[src/rtl/fetch_stall_unit_if.sv]
// fetch_stall_unit_if: bundles the hazard, branch, fetch and pipeline-register
// signals of fetch_stall_unit.
//   master : drives hazard enables, branch redirect, imem_instr, ctrl_in;
//            observes PC, IF/ID, ID/EX, pipe_state, stall_count.
//   slave  : the fetch_stall_unit side (mirror of master).
interface fetch_stall_unit_if #(
  parameter int unsigned XLEN   = 64,
  parameter int unsigned CTRL_W = 8
);
  localparam int unsigned INSTR_W = 32;
  localparam int unsigned CNT_W   = 32;

  // hazard unit / EX stage / fetch / decode inputs
  logic                enable_PCWrite;
  logic                enable_Write;
  logic                mux_out;
  logic                branch_taken;
  logic [XLEN-1:0]     branch_target;
  logic [INSTR_W-1:0]  imem_instr;
  logic [CTRL_W-1:0]   ctrl_in;

  // registered pipeline state
  logic [XLEN-1:0]     pc_out;
  logic [XLEN-1:0]     ifid_pc;
  logic [INSTR_W-1:0]  ifid_instr;
  logic                ifid_valid;
  logic [CTRL_W-1:0]   idex_ctrl;
  logic                idex_valid;
  logic [1:0]          pipe_state;
  logic [CNT_W-1:0]    stall_count;

  modport master (
    output enable_PCWrite, enable_Write, mux_out, branch_taken, branch_target,
           imem_instr, ctrl_in,
    input  pc_out, ifid_pc, ifid_instr, ifid_valid, idex_ctrl, idex_valid,
           pipe_state, stall_count
  );

  modport slave (
    input  enable_PCWrite, enable_Write, mux_out, branch_taken, branch_target,
           imem_instr, ctrl_in,
    output pc_out, ifid_pc, ifid_instr, ifid_valid, idex_ctrl, idex_valid,
           pipe_state, stall_count
  );
endinterface

[src/rtl/fetch_stall_unit.sv]
// fetch_stall_unit: owns the PC, the IF/ID register and the control half of
// ID/EX. Applies load-use stalls (hold PC and IF/ID, bubble ID/EX) and flushes
// on EX-stage taken branches.
// Ports:
//   clk      : rising-edge clock
//   reset_n  : synchronous active-low reset
//   bus      : fetch_stall_unit_if.slave (hazard enables, branch redirect,
//              imem_instr, ctrl_in in; pc_out, IF/ID, ID/EX, pipe_state,
//              stall_count out; all outputs registered)
// Optional feature: define STALL_PERF_CNT_EN to build the saturating stall
// counter; otherwise stall_count is tied to 0.
module fetch_stall_unit #(
  parameter int unsigned    XLEN      = 64,
  parameter int unsigned    CTRL_W    = 8,
  parameter logic [XLEN-1:0] RESET_PC = '0,
  parameter logic [31:0]    NOP_INSTR = 32'h0000_0013
) (
  input logic               clk,
  input logic               reset_n,
  fetch_stall_unit_if.slave bus
);
  localparam int unsigned INSTR_W = 32;

  typedef enum logic [1:0] {
    ST_RUN   = 2'd0,
    ST_STALL = 2'd1,
    ST_FLUSH = 2'd2
  } state_t;

  state_t              state_q;
  logic [XLEN-1:0]     pc_q;
  logic [XLEN-1:0]     ifid_pc_q;
  logic [INSTR_W-1:0]  ifid_instr_q;
  logic                ifid_valid_q;
  logic [CTRL_W-1:0]   idex_ctrl_q;
  logic                idex_valid_q;

  // Any single deasserted enable is a full stall so PC and IF/ID never split.
  logic stall_c;
  assign stall_c = ~bus.enable_PCWrite | ~bus.enable_Write | ~bus.mux_out;

  // Pipeline registers and state; priority reset > branch > stall > advance.
  always_ff @(posedge clk) begin
    if (!reset_n) begin
      state_q      <= ST_RUN;
      pc_q         <= RESET_PC;
      ifid_pc_q    <= '0;
      ifid_instr_q <= NOP_INSTR;
      ifid_valid_q <= 1'b0;
      idex_ctrl_q  <= '0;
      idex_valid_q <= 1'b0;
    end else if (bus.branch_taken) begin
      state_q      <= ST_FLUSH;
      pc_q         <= bus.branch_target;
      ifid_pc_q    <= '0;
      ifid_instr_q <= NOP_INSTR;
      ifid_valid_q <= 1'b0;
      idex_ctrl_q  <= '0;
      idex_valid_q <= 1'b0;
    end else if (stall_c) begin
      state_q      <= ST_STALL;
      idex_ctrl_q  <= '0;
      idex_valid_q <= 1'b0;
    end else begin
      state_q      <= ST_RUN;
      pc_q         <= pc_q + XLEN'(4);
      ifid_pc_q    <= pc_q;
      ifid_instr_q <= bus.imem_instr;
      ifid_valid_q <= 1'b1;
      idex_ctrl_q  <= bus.ctrl_in;
      idex_valid_q <= ifid_valid_q;
    end
  end

  assign bus.pc_out     = pc_q;
  assign bus.ifid_pc    = ifid_pc_q;
  assign bus.ifid_instr = ifid_instr_q;
  assign bus.ifid_valid = ifid_valid_q;
  assign bus.idex_ctrl  = idex_ctrl_q;
  assign bus.idex_valid = idex_valid_q;
  assign bus.pipe_state = state_q;

`ifdef STALL_PERF_CNT_EN
  localparam int unsigned CNT_W = 32;
  logic [CNT_W-1:0] stall_cnt_q;

  // Counts applied stalls only (a branch overrides the stall); saturates.
  always_ff @(posedge clk) begin
    if (!reset_n) begin
      stall_cnt_q <= '0;
    end else if (!bus.branch_taken && stall_c && (stall_cnt_q != '1)) begin
      stall_cnt_q <= stall_cnt_q + CNT_W'(1);
    end
  end

  assign bus.stall_count = stall_cnt_q;
`else
  assign bus.stall_count = '0;
`endif
endmodule

[src/flat_wrapper.sv]
// flat-port wrapper written by rule: the top's interface ports become plain ports
module fetch_stall_unit_flat 
#(
  parameter int unsigned    XLEN      = 64,
  parameter int unsigned    CTRL_W    = 8,
  parameter logic [XLEN-1:0] RESET_PC = '0,
  parameter logic [31:0]    NOP_INSTR = 32'h0000_0013
)
  (clk, reset_n, bus_enable_PCWrite, bus_enable_Write, bus_mux_out, bus_branch_taken, bus_branch_target, bus_imem_instr, bus_ctrl_in, bus_pc_out, bus_ifid_pc, bus_ifid_instr, bus_ifid_valid, bus_idex_ctrl, bus_idex_valid, bus_pipe_state, bus_stall_count);
  fetch_stall_unit_if #(.XLEN(XLEN), .CTRL_W(CTRL_W)) bus_i ();
  input logic clk;
  input logic reset_n;
  input wire logic [$bits(bus_i.enable_PCWrite)-1:0] bus_enable_PCWrite;
  input wire logic [$bits(bus_i.enable_Write)-1:0] bus_enable_Write;
  input wire logic [$bits(bus_i.mux_out)-1:0] bus_mux_out;
  input wire logic [$bits(bus_i.branch_taken)-1:0] bus_branch_taken;
  input wire logic [$bits(bus_i.branch_target)-1:0] bus_branch_target;
  input wire logic [$bits(bus_i.imem_instr)-1:0] bus_imem_instr;
  input wire logic [$bits(bus_i.ctrl_in)-1:0] bus_ctrl_in;
  output wire logic [$bits(bus_i.pc_out)-1:0] bus_pc_out;
  output wire logic [$bits(bus_i.ifid_pc)-1:0] bus_ifid_pc;
  output wire logic [$bits(bus_i.ifid_instr)-1:0] bus_ifid_instr;
  output wire logic [$bits(bus_i.ifid_valid)-1:0] bus_ifid_valid;
  output wire logic [$bits(bus_i.idex_ctrl)-1:0] bus_idex_ctrl;
  output wire logic [$bits(bus_i.idex_valid)-1:0] bus_idex_valid;
  output wire logic [$bits(bus_i.pipe_state)-1:0] bus_pipe_state;
  output wire logic [$bits(bus_i.stall_count)-1:0] bus_stall_count;
  assign bus_i.enable_PCWrite = bus_enable_PCWrite;
  assign bus_i.enable_Write = bus_enable_Write;
  assign bus_i.mux_out = bus_mux_out;
  assign bus_i.branch_taken = bus_branch_taken;
  assign bus_i.branch_target = bus_branch_target;
  assign bus_i.imem_instr = bus_imem_instr;
  assign bus_i.ctrl_in = bus_ctrl_in;
  assign bus_pc_out = bus_i.pc_out;
  assign bus_ifid_pc = bus_i.ifid_pc;
  assign bus_ifid_instr = bus_i.ifid_instr;
  assign bus_ifid_valid = bus_i.ifid_valid;
  assign bus_idex_ctrl = bus_i.idex_ctrl;
  assign bus_idex_valid = bus_i.idex_valid;
  assign bus_pipe_state = bus_i.pipe_state;
  assign bus_stall_count = bus_i.stall_count;
  fetch_stall_unit #(.XLEN(XLEN), .CTRL_W(CTRL_W), .RESET_PC(RESET_PC), .NOP_INSTR(NOP_INSTR)) u_core (.clk(clk), .reset_n(reset_n), .bus(bus_i));
endmodule
[config.mk]
export PLATFORM = sky130hd
export DESIGN_NAME = fetch_stall_unit_flat
export DESIGN_NICKNAME = d
export VERILOG_FILES = /design/src/rtl/fetch_stall_unit_if.sv /design/src/rtl/fetch_stall_unit.sv /design/src/flat_wrapper.sv
export SDC_FILE = /design/constraint.sdc
export NUM_CORES = 1
export LEC_CHECK = 0
export CAP_MARGIN = 20
export CORE_MARGIN = 8
export CORE_UTILIZATION = 57
export CTS_BUF_LIST = sky130_fd_sc_hd__clkbuf_16
export CTS_CLUSTER_DIAMETER = 100
export DETAILED_ROUTE_END_ITERATION = 6
export DONT_BUFFER_PORTS = 1
export GPL_ROUTABILITY_DRIVEN = 0
export MAX_ROUTING_LAYER = met4
export PLACE_DENSITY = 0.75
export SYNTH_ARGS = -nofsm -noshare
export SYNTH_HDL_FRONTEND = slang
export SYNTH_SLANG_ARGS = --single-unit
[constraint.sdc]
create_clock -name clk -period 2.2 [get_ports clk]
set_clock_uncertainty 0.15 [all_clocks]
set_input_delay 0.22 -clock clk [delete_from_list [all_inputs] [get_ports clk]]
set_output_delay 0.22 -clock clk [all_outputs]
set_load 0.01 [all_outputs]
==> key figures, run 1 <==
Die
  – Chip height: between 100 and 150 um
  – IO Pins: between 300 and 400
  – Row count: 42
  – Starting Density: 57.96%
  – Die area: ~17,000 um2
  – Die width: between 100 and 150 um
  – Core area: about 13,000 um2

Routing
  – Vias per cell: just under 6
  – WL/cell: 20.92 um
  – Vias after detailed routing: 7,729
  – DR pass1 iterations: 6
  – Routed WL: around 28 mm
  – Drt drc: 0
  – Post-route ant nets: 0
  – Starting DRT DRC Count: between 700 and 800

Place
  – Placed cell area: slightly above 8000 um2
  – Placed Instances: 1,161
  – Post-DP HPWL: 17.91 mm
  – I/O Buffers: 0

Timing
  – Fin crit period: 2.189 ns
  – Final Setup Violations: 0
  – Fin. max-slew vios: 0
  – Slew @ Worst Pin: between 0.6 and 0.7 ns
  – Final hold violations: 0
  – Tcrit/Tclk final: around 100%
  – Relative slew margins: between 50% and 60%
  – RSZ-0062 raised after global routing: true
  – Achievable frequency: between 400 and 500 MHz

Yosys
  – Yosys warning count: 0
  – Avg Cell Area, Syn: between 8 and 9 um2
  – Post-synth top area share: between 40% and 50%
  – Async set-reset flop share out of synthesis: 0%
  – Most used DFF post-synth: dfxtp_1
  – Post-synth EDFFs: 0
  – Netlist Area Pre-Place: between 7000 and 8000 um2
  – Post-synthesis cell type count: 50
  – Area leader, netlist: dfxtp_1
  – Synth top area cells: dfxtp_1 45%, nand2_1 12%, a21oi_1 7.0%
  – Syn Inst Count: about 950
  – Seq/Total Area, Yosys: 45.04%
  – Yosys reg bits: around 170

Global route
  – First-pass GRT wire length: around 42 mm
  – Largest net degree at the start of global routing: 75
  – Number of global-route vias before repair: between 7,000 and 8,000
  – Antenna violations before repair: 1
  – Gr usage total: around 31%
  – Congestion Overflow GR: 0

Clock tree
  – Worst-Skew Late Latency: roughly 0.43 ns
  – CTS sink cnt: approximately 170
  – Number of H-tree levels: 4
  – Clk buf depth: 2
  – Total CTS buffers: 17
  – Reg clk slew, reported paths: 0.07 ns
  – Clock root cell: clkbuf_16
  – CTS tree: yes

Pwr
  – Pwr Density: between 600 and 700 nW/um2
  – Worst vdd ir: 0.6142 mV
  – Leak: roughly 3.8 nW

Worst setup path
  – Worst Setup Start Kind: flop
  – Worst EP required: between 2 and 2.5 ns
  – CP delay by family, top: simple AND/OR/NAND/NOR gates
  – Critical path's largest stage delay: about 0.52 ns
  – Critical Path AT: 2.39 ns
  – Max FO, Critical Path: 3
  – Critical path class: reg -> reg
  – Buffers and inverters on the worst path: 0
  – Crit path cell chain: ha_4 > nand4_1 > nor4_4 > nand3_2 > or4_1 > a31oi_1
  – Endpoint class of the critical path: flop
  – Crit-path slowest cell: or4_1

Min path
  – Hold Path Class: in -> reg

Run status
  – Run status: complete, no violations

Final layout
  – Cell Count, Final, Fillers Out: around 1,300
  – Finished Cell Area: 10,140 um2
  – Syn-to-layout area delta: 32.59%
  – Final layout net count: roughly 1,200
  – Fraction of layout cells with a size suffix above 1: between 10% and 20%
  – # fillers: 894

Run
  – Max-cap violation count: 0
==> cell usage after synthesis (all sizes together) (10+ instances only) <==
cell    instances
nand2         245
dfxtp         172
a21oi         107
o21ai          51
clkbuf         48
buf            40
nand3          36
nand4          33
nor2           25
xnor2          22
nor3           18
and3           16
nor4           15
xor2           14
a31oi          13
nand2b         13
or3            11
and2           10
==> through the flow <==
stage               setup slack (ns)  hold slack (ns)  power, W  util (%)  setup TNS, ns
global route                 -0.1267          0.03540  0.007287     76.85        -0.4794
finish                       0.01094          0.03096  0.007065     76.85              0
global placement             0.07080           0.1886  0.003952     62.57              0
detailed placement           0.02837           0.1897  0.003966     62.57              0
floorplan                 0.00001354           0.1786  0.003793         -              0
CTS                         0.009149          0.02523  0.007030     75.71              0
==> placed cells by master (no fill, tap or decap), types with 22 or more instances in the layout <==
cell type | synthesis | final
nand3_1 | 34 | 32
nor2_1 | 24 | 24
xnor2_1 | 22 | 22
nand4_1 | 27 | 27
a21oi_1 | 107 | 107
nand2_1 | 245 | 244
dlygate4sd3_1 | 0 | 112
buf_4 | 32 | 99
conb_1 | 1 | 32
o21ai_0 | 51 | 51
dfxtp_1 | 172 | 168
==> layout make-up <==
class	count	area, um2	share of cell area, %
clock buffer	17	425.4	4.197
inverter	9	33.78	0.3333
tap	176	220.2	2.173
clock inverter	15	138.9	1.370
sequential	172	3448	34.02
multi-input combinational	713	3892	38.40
antenna	1	2.502	0.02469
timing repair buffer	217	1974	19.48
==> what timing repair did <==
item,4_1_cts,5_1_grt
gates resized for setup,0,13
hold buffers,114,0
endpoints found under the setup margin,0,16
hold endpoints to repair,105,0
setup buffers,0,12
==> worst paths after layout <==
kind	slack [ns]	from	end	cells past startpoint
max	0.01	u_core.bus.pc_out[3]	u_core.bus.pc_out[56]	6
max reg2reg	0.01	u_core.bus.pc_out[3]	u_core.bus.pc_out[56]	6
min	0.03	reset_n	u_core.bus.ifid_pc[22]	2
min reg2reg	0.36	u_core.bus.ifid_instr[3]	u_core.bus.ifid_instr[3]	2
==> cells by family (layout without fill, tap and decap cells) <==
logic type | count (synthesis) | after routing | synth area share [%]
xor+xnor | 36 | 36 | 4.124
simple gates | 437 | 437 | 28.35
compound gates | 204 | 204 | 15.38
mux | 3 | 3 | 0.3928
other cells | 1 | 33 | 0.04905
buf+inv | 98 | 258 | 6.497
fa+ha+maj | 1 | 1 | 0.1636
flops | 172 | 172 | 45.04
==> where the power goes <==
part | switching [W] | internal, W | total [W] | leakage, nW
combinational | 0.000461 | 0.000363 | 0.000824 | 2.14
sequential | 0.000103 | 0.00321 | 0.00332 | 1.40
clock | 0.00135 | 0.00157 | 0.00292 | 0.262
==> flip-flops by register name, indices dropped and copies added (netlist names) <==
| register | count |
|---|---|
| u_core.bus.ifid_instr | 32 |
| u_core.bus.pc_out | 64 |
| u_core.bus.pipe_state | 2 |
| u_core.bus.ifid_pc | 64 |
| u_core.bus.ifid_valid | 1 |
| u_core.bus.idex_valid | 1 |
| u_core.bus.idex_ctrl | 8 |
==> layer usage <==
layer / GRT usage, % / vias to the layer above / wire length (um)
met2: 50.58 / 466 / 13540
met1: 34.65 / 3613 / 10350
met3: 10.59 / 68 / 2926
li1: - / 3582 / -
met5: - / - / 0
met4: 11.87 / 0 / 798
(Power assumes the default switching activity.)
==> run 2, diff against run 1 <==
--- a/config.mk
+++ b/config.mk
@@ -9,7 +9,6 @@
 export CORE_MARGIN = 8
 export CORE_UTILIZATION = 57
 export CTS_BUF_LIST = sky130_fd_sc_hd__clkbuf_16
-export CTS_CLUSTER_DIAMETER = 100
 export DETAILED_ROUTE_END_ITERATION = 6
 export DONT_BUFFER_PORTS = 1
 export GPL_ROUTABILITY_DRIVEN = 0
@@ -18,3 +17,4 @@
 export SYNTH_ARGS = -nofsm -noshare
 export SYNTH_HDL_FRONTEND = slang
 export SYNTH_SLANG_ARGS = --single-unit
+export TNS_END_PERCENT = 30
==> key figures, run 2 (synthesis gave the netlist of run 1 again) <==
Die
  – Core area: 13,190 um2 (unchanged)
  – Die area: 17,370 um2 (unchanged)
  – Chip height: 131.8 um (unchanged)
  – Row count: 42 (unchanged)
  – IO Pins: 314 (unchanged)
  – Die width: 131.8 um (unchanged)
  – Starting Density: 57.96% (unchanged)

Pwr
  – Cell Int Power: 0.005152 W (about the same)
  – NetSw: 0.001912 W (-0.12%)
  – Reg power frac: 47.0% (about the same)
  – Clock Power Share: 41.4% (about the same)
  – Pwr Density: 697.7 nW/um2 (about the same)
  – Switching fraction of total power: 27.07% (about the same)
  – Leak: 3.801 nW (-0.20%)
  – Tot Pwr: 0.007064 W (about the same)
  – Worst vdd ir: 0.6173 mV (+0.51%)
  – Gate power share: 11.7% (about the same)

Worst setup path
  – Crit-path slowest cell: or4_1
  – CP delay by family, top: simple AND/OR/NAND/NOR gates
  – Buffers and inverters on the worst path: 0 (unchanged)
  – Critical path class: reg -> reg
  – Worst Setup Start Kind: flop
  – Critical path's largest stage delay: 0.52 ns (about the same)
  – Max FO, Critical Path: 3 (unchanged)
  – Critical Path AT: 2.38 ns (about the same)
  – Crit path cell chain: ha_4 > nand4_1 > nor4_4 > nand3_2 > or4_1 > a31oi_1
  – Endpoint class of the critical path: flop
  – Worst EP required: 2.40 ns (about the same)

Clock tree
  – Number of H-tree levels: 4 (unchanged)
  – CTS tree: yes
  – Worst-Skew Late Latency: 0.43 ns (about the same)
  – Clock root cell: clkbuf_16
  – Clk buf depth: 2 (unchanged)
  – Reg clk slew, reported paths: 0.07 ns (about the same)
  – Total CTS buffers: 17 (unchanged)
  – CTS sink cnt: 172 (unchanged)

Final layout
  – Final layout net count: 1,239 (-0.16%)
  – Syn-to-layout area delta: 32.42%
  – Fraction of layout cells with a size suffix above 1: 14.72% (+0.026 points)
  – Most common cell after layout, fill and taps aside: nand2_1
  – # fillers: 897 (+0.34%)
  – Register Area: 3451 um2 (about the same)
  – Area occupied by multi-input gates: 3892 um2 (unchanged)
  – Most frequent cells in the layout: 244 x nand2_1, 166 x dfxtp_1, 112 x dlygate4sd3_1, 107 x a21oi_1, 97 x buf_4

Timing
  – Slew @ Worst Pin: 0.6289 ns (-0.0002730 ns)
  – Achievable frequency: 459.3 MHz (+0.53%)
  – Tcrit/Tclk final: 98.97% (-0.53 points)
  – Post-route setup TNS: 0 ns (unchanged)
  – RSZ-0062 raised after global routing: true
  – Fin crit period: 2.177 ns (-0.01163 ns)
  – Fin. max-slew vios: 0 (unchanged)
  – Relative slew margins: 58.07% (about the same)
  – Final Setup Violations: 0 (unchanged)
  – Final hold violations: 0 (unchanged)
  – Worst setup margin: 0.02257 ns (+0.01163 ns)

Routing
  – Starting DRT DRC Count: 775 (-2.0%)
  – Routed WL: 27.56 mm (-0.20%)
  – WL/cell: 20.91 um (about the same)
  – Post-route ant nets: 0 (unchanged)
  – Vias per cell: 5.882 (+0.45%)
  – DR pass1 iterations: 7 (+1)
  – Vias after detailed routing: 7,752 (+0.30%)
  – Drt drc: 0 (unchanged)

Global route
  – Number of global-route vias before repair: 7,564 (unchanged)
  – Gr usage total: 31.07% (unchanged)
  – First-pass GRT wire length: 42.33 mm (unchanged)
  – Antenna violations before repair: 1 (unchanged)
  – Congestion Overflow GR: 0 (unchanged)
  – Largest net degree at the start of global routing: 75 (unchanged)

Place
  – I/O Buffers: 0 (unchanged)
  – Pre-CTS WS: 0.02837 ns (unchanged)
  – Post-DP HPWL: 17.91 mm (unchanged)

Run
  – Max-cap violation count: 0 (unchanged)

Run status
  – Run status: complete, no violations

Min path
  – Hold Path Class: in -> reg
==> run 2: layout make-up <==
class	count	share of cell area, %
flip-flops and latches	172	34.09
repair buffers	215	19.35
inverters	9	0.3337
diodes	1	0.02472
multi-input cells	713	38.45
clock buffers	17	4.202
clock inverters	15	1.372
well taps	176	2.175
==> run 2: through the flow <==
stage / cell area (um2) / instances / utilization (%) / hold WS, ns
5_1_grt: 10120 / 1318 / 76.75 / 0.03540
3_5_place_dp: 8253 / 1161 / 62.57 / 0.1897
6_report: 10120 / 1318 / 76.75 / 0.03447
3_3_place_gp: 8253 / 1161 / 62.57 / 0.1886
4_1_cts: 9986 / 1307 / 75.71 / 0.02523
2_1_floorplan: 7761 / 983 / - / 0.1786
==> run 2: worst paths after layout <==
path	slack, ns	cells past startpoint	from	to
max	0.02	6	u_core.bus.pc_out[3]	u_core.bus.pc_out[56]
min	0.03	2	reset_n	u_core.bus.ifid_pc[22]
min reg2reg	0.36	2	u_core.bus.ifid_instr[3]	u_core.bus.ifid_instr[3]
max reg2reg	0.02	6	u_core.bus.pc_out[3]	u_core.bus.pc_out[56]
==> run 2: what timing repair did <==
item,CTS,global route
buffers inserted,0,10
endpoints found under the setup margin,0,16
endpoints found under the hold margin,105,0
hold buffers,114,0
resized for setup,0,15
==> run 2: metal layers <==
metal  GRT usage [%]  part of all wire (%)  routed length [um]  vias up
met2           50.58                    49               13600      500
met3           10.59                    11                2905       67
met5               -                     0                   0        -
li1                -                     -                   -     3581
met1           34.65                    37               10310     3604
met4           11.87                   2.7                 743        0
==> run 2: power groups by stage <==
stage / logic, W / registers, W / clock network, W
6_report: 0.000825 / 0.00332 / 0.00292
5_1_grt: 0.000879 / 0.00332 / 0.00308
4_1_cts: 0.000798 / 0.00331 / 0.00292
3_5_place_dp: 0.000585 / 0.00338 / 0
3_3_place_gp: 0.000575 / 0.00338 / 0
2_1_floorplan: 0.000354 / 0.00344 / 0
==> run 3, diff against run 2 <==
--- a/config.mk
+++ b/config.mk
@@ -7,13 +7,13 @@
 export LEC_CHECK = 0
 export CAP_MARGIN = 20
 export CORE_MARGIN = 8
-export CORE_UTILIZATION = 57
-export CTS_BUF_LIST = sky130_fd_sc_hd__clkbuf_16
+export CORE_UTILIZATION = 63
+export CTS_BUF_LIST = sky130_fd_sc_hd__clkbuf_8 sky130_fd_sc_hd__clkbuf_16
 export DETAILED_ROUTE_END_ITERATION = 6
 export DONT_BUFFER_PORTS = 1
 export GPL_ROUTABILITY_DRIVEN = 0
 export MAX_ROUTING_LAYER = met4
-export PLACE_DENSITY = 0.75
+export PLACE_DENSITY = 0.79
 export SYNTH_ARGS = -nofsm -noshare
 export SYNTH_HDL_FRONTEND = slang
 export SYNTH_SLANG_ARGS = --single-unit
==> constraint.sdc (replaced) <==
create_clock -name clk -period 2.3 [get_ports clk]
set_clock_uncertainty 0.15 [all_clocks]
set_input_delay 0.23 -clock clk [delete_from_list [all_inputs] [get_ports clk]]
set_output_delay 0.23 -clock clk [all_outputs]
set_load 0.01 [all_outputs]
==> key figures, run 3 (synthesis gave the netlist of run 1 again) <==
Min path
  – Worst Min Path Start: reset_n
  – WHS Path Cells: 2 (unchanged)
  – Hold Path Class: in -> reg

Timing
  – Fin crit period: 2.262 ns (+0.08492 ns)
  – Final hold violations: 0 (unchanged)
  – Achievable frequency: 442.0 MHz (-3.8%)
  – Slew @ Worst Pin: 0.7428 ns (+0.1139 ns)
  – RSZ-0062 raised after global routing: false
  – Tcrit/Tclk final: 98.36% (-0.61 points)
  – Relative slew margins: 50.48% (-7.6 points)
  – Post-route setup TNS: 0 ns (unchanged)
  – Final Setup Violations: 0 (unchanged)
  – Fin. max-slew vios: 0 (unchanged)

Clock tree
  – Worst-Skew Late Latency: 0.43 ns (about the same)
  – Number of H-tree levels: 4 (unchanged)
  – Reg clk slew, reported paths: 0.07 ns (about the same)
  – CTS tree: yes
  – CTS sink cnt: 172 (unchanged)
  – Clk buf depth: 2 (unchanged)
  – Clock root cell: clkbuf_16
  – Total CTS buffers: 17 (unchanged)

Final layout
  – Syn-to-layout area delta: 29.67%
  – Most frequent cells in the layout: 244 x nand2_1, 172 x dfxtp_1, 109 x dlygate4sd3_1, 107 x a21oi_1, 80 x buf_4
  – Cell Count, Final, Fillers Out: 1,266 (-3.9%)
  – Finished Cell Area: 9913 um2 (-2.1%)
  – Fin util: 83.22% (+6.5 points)
  – Most common cell after layout, fill and taps aside: nand2_1
  – Final layout net count: 1,216 (-1.9%)
  – Fraction of layout cells with a size suffix above 1: 12.52% (-2.2 points)

Die
  – Starting Density: 64.18% (+6.2 points)
  – Chip height: 126.2 um (-4.3%)
  – IO Pins: 314 (unchanged)
  – Core area: 11,910 um2 (-9.7%)
  – Row count: 40 (-4.8%)
  – Die width: 126.2 um (-4.3%)
  – Die area: 15,920 um2 (-8.4%)

Routing
  – Vias after detailed routing: 7,842 (+1.2%)
  – WL/cell: 21.59 um (+3.2%)
  – Drt drc: 0 (unchanged)
  – Top Metal Used: met4
  – Routed WL: 27.33 mm (-0.83%)
  – Starting DRT DRC Count: 817 (+5.4%)
  – Vias per cell: 6.194 (+5.3%)
  – Met1 wire length: 9.832 mm (-4.6%)
  – DR pass1 iterations: 5 (-2)
  – Post-route ant nets: 0 (unchanged)
  – Metal2 WL: 13.32 mm (-2.1%)
  – Routed wl met3: 2.860 mm (-1.5%)

Worst setup path
  – Worst Setup Start Kind: flop
  – Critical path class: reg -> reg
  – Critical Path AT: 2.39 ns (about the same)
  – Worst Reg-to-Reg Cells: 7 (+1)
  – Max FO, Critical Path: 4 (+1)
  – Endpoint class of the critical path: flop
  – R2r startpoint: u_core.bus.pc_out[2]
  – Worst EP required: 2.43 ns (+0.03 ns)
  – Crit. Startpoint: u_core.bus.pc_out[2]

Global route
  – First-pass GRT wire length: 42.11 mm (-0.52%)
  – Congestion Overflow GR: 0 (unchanged)
  – Gr usage total: 33.86% (+2.8 points)
  – Antenna violations before repair: 0 (-1)
  – Number of global-route vias before repair: 7,691 (+1.7%)
  – Largest net degree at the start of global routing: 77 (+2.7%)

Run
  – Max-cap violation count: 0 (unchanged)

Pwr
  – Leak: 3.696 nW (-2.8%)
  – Pwr Density: 711.4 nW/um2 (+2.0%)
  – Worst vdd ir: 0.4920 mV (-20%)

Place
  – Placed Instances: 1,119 (-3.6%)
  – I/O Buffers: 0 (unchanged)
  – Placed cell area: 8107 um2 (-1.8%)
  – Post-DP HPWL: 17.54 mm (-2.0%)

Run status
  – Run status: complete, no violations
[run 3: cell types whose count changed in the layout (fill, tap and decap cells not counted), moves of 3 or more]
cell	previous run	this run
buf_4	97	80
dfxtp_2	6	0
dlygate4sd3_1	112	109
clkinvlp_4	6	3
bufinv_16	1	4
dfxtp_1	166	172
[run 3: worst max-delay path, cell delays in order (launching register included)]
cell and delay [ns]:
dfxtp_1 0.36, ha_1 0.20, nand4_1 0.22, buf_4 0.22, or3_1 0.42, nor2_1 0.21, xnor2_1 0.20, a21oi_1 0.14
[run 3: stage by stage]
stage	worst slack, ns	hold WS, ns	total power [W]
floorplan	0.1000	0.1886	0.003628
global placement	0.1777	0.1956	0.003768
detailed placement	0.1447	0.2015	0.003780
CTS	0.1247	0.01320	0.007008
global route	0.004207	0.03644	0.007250
finish	0.03765	0.02841	0.007052
[run 3: path summary, 6_finish.rpt]
path | endpoint | slack, ns
setup reg to reg | u_core.bus.pc_out[12] | 0.04
hold / removal | u_core.bus.ifid_pc[30] | 0.03
setup / recovery | u_core.bus.pc_out[12] | 0.04
hold reg to reg | u_core.bus.ifid_pc[2] | 0.36
[run 3: report_power, final]
group	leakage [nW]	switching (W)	internal [W]
Sequential	1.40	0.000105	0.00307
Combinational	1.99	0.000431	0.000329
Clock	0.306	0.00123	0.00188
Total	3.70	0.00176	0.00529
[run 3: timing repair]
item	4_1_cts	5_1_grt
buffers inserted	0	3
resized for setup	0	2
endpoints found under the setup margin	0	3
endpoints found under the hold margin	105	0
hold buffers	111	0
[run 3: final cells by class]
class                           count  area, um2
Antenna cell                        1      2.502
Clock buffer                       19      452.9
Clock inverter                     13      187.7
Fill cell                         671       1998
Inverter                            9      33.78
Multi-Input combinational cell    713       3857
Sequential cell                   172       3443
Tap cell                          147      183.9
Timing Repair Buffer              192       1752
[run 3: metal layers]
layer	GRT usage (%)	vias to the layer above
met1	36.07	3651
li1	-	3536
met4	18.61	0
met2	55.71	536
met5	-	-
met3	10.17	119
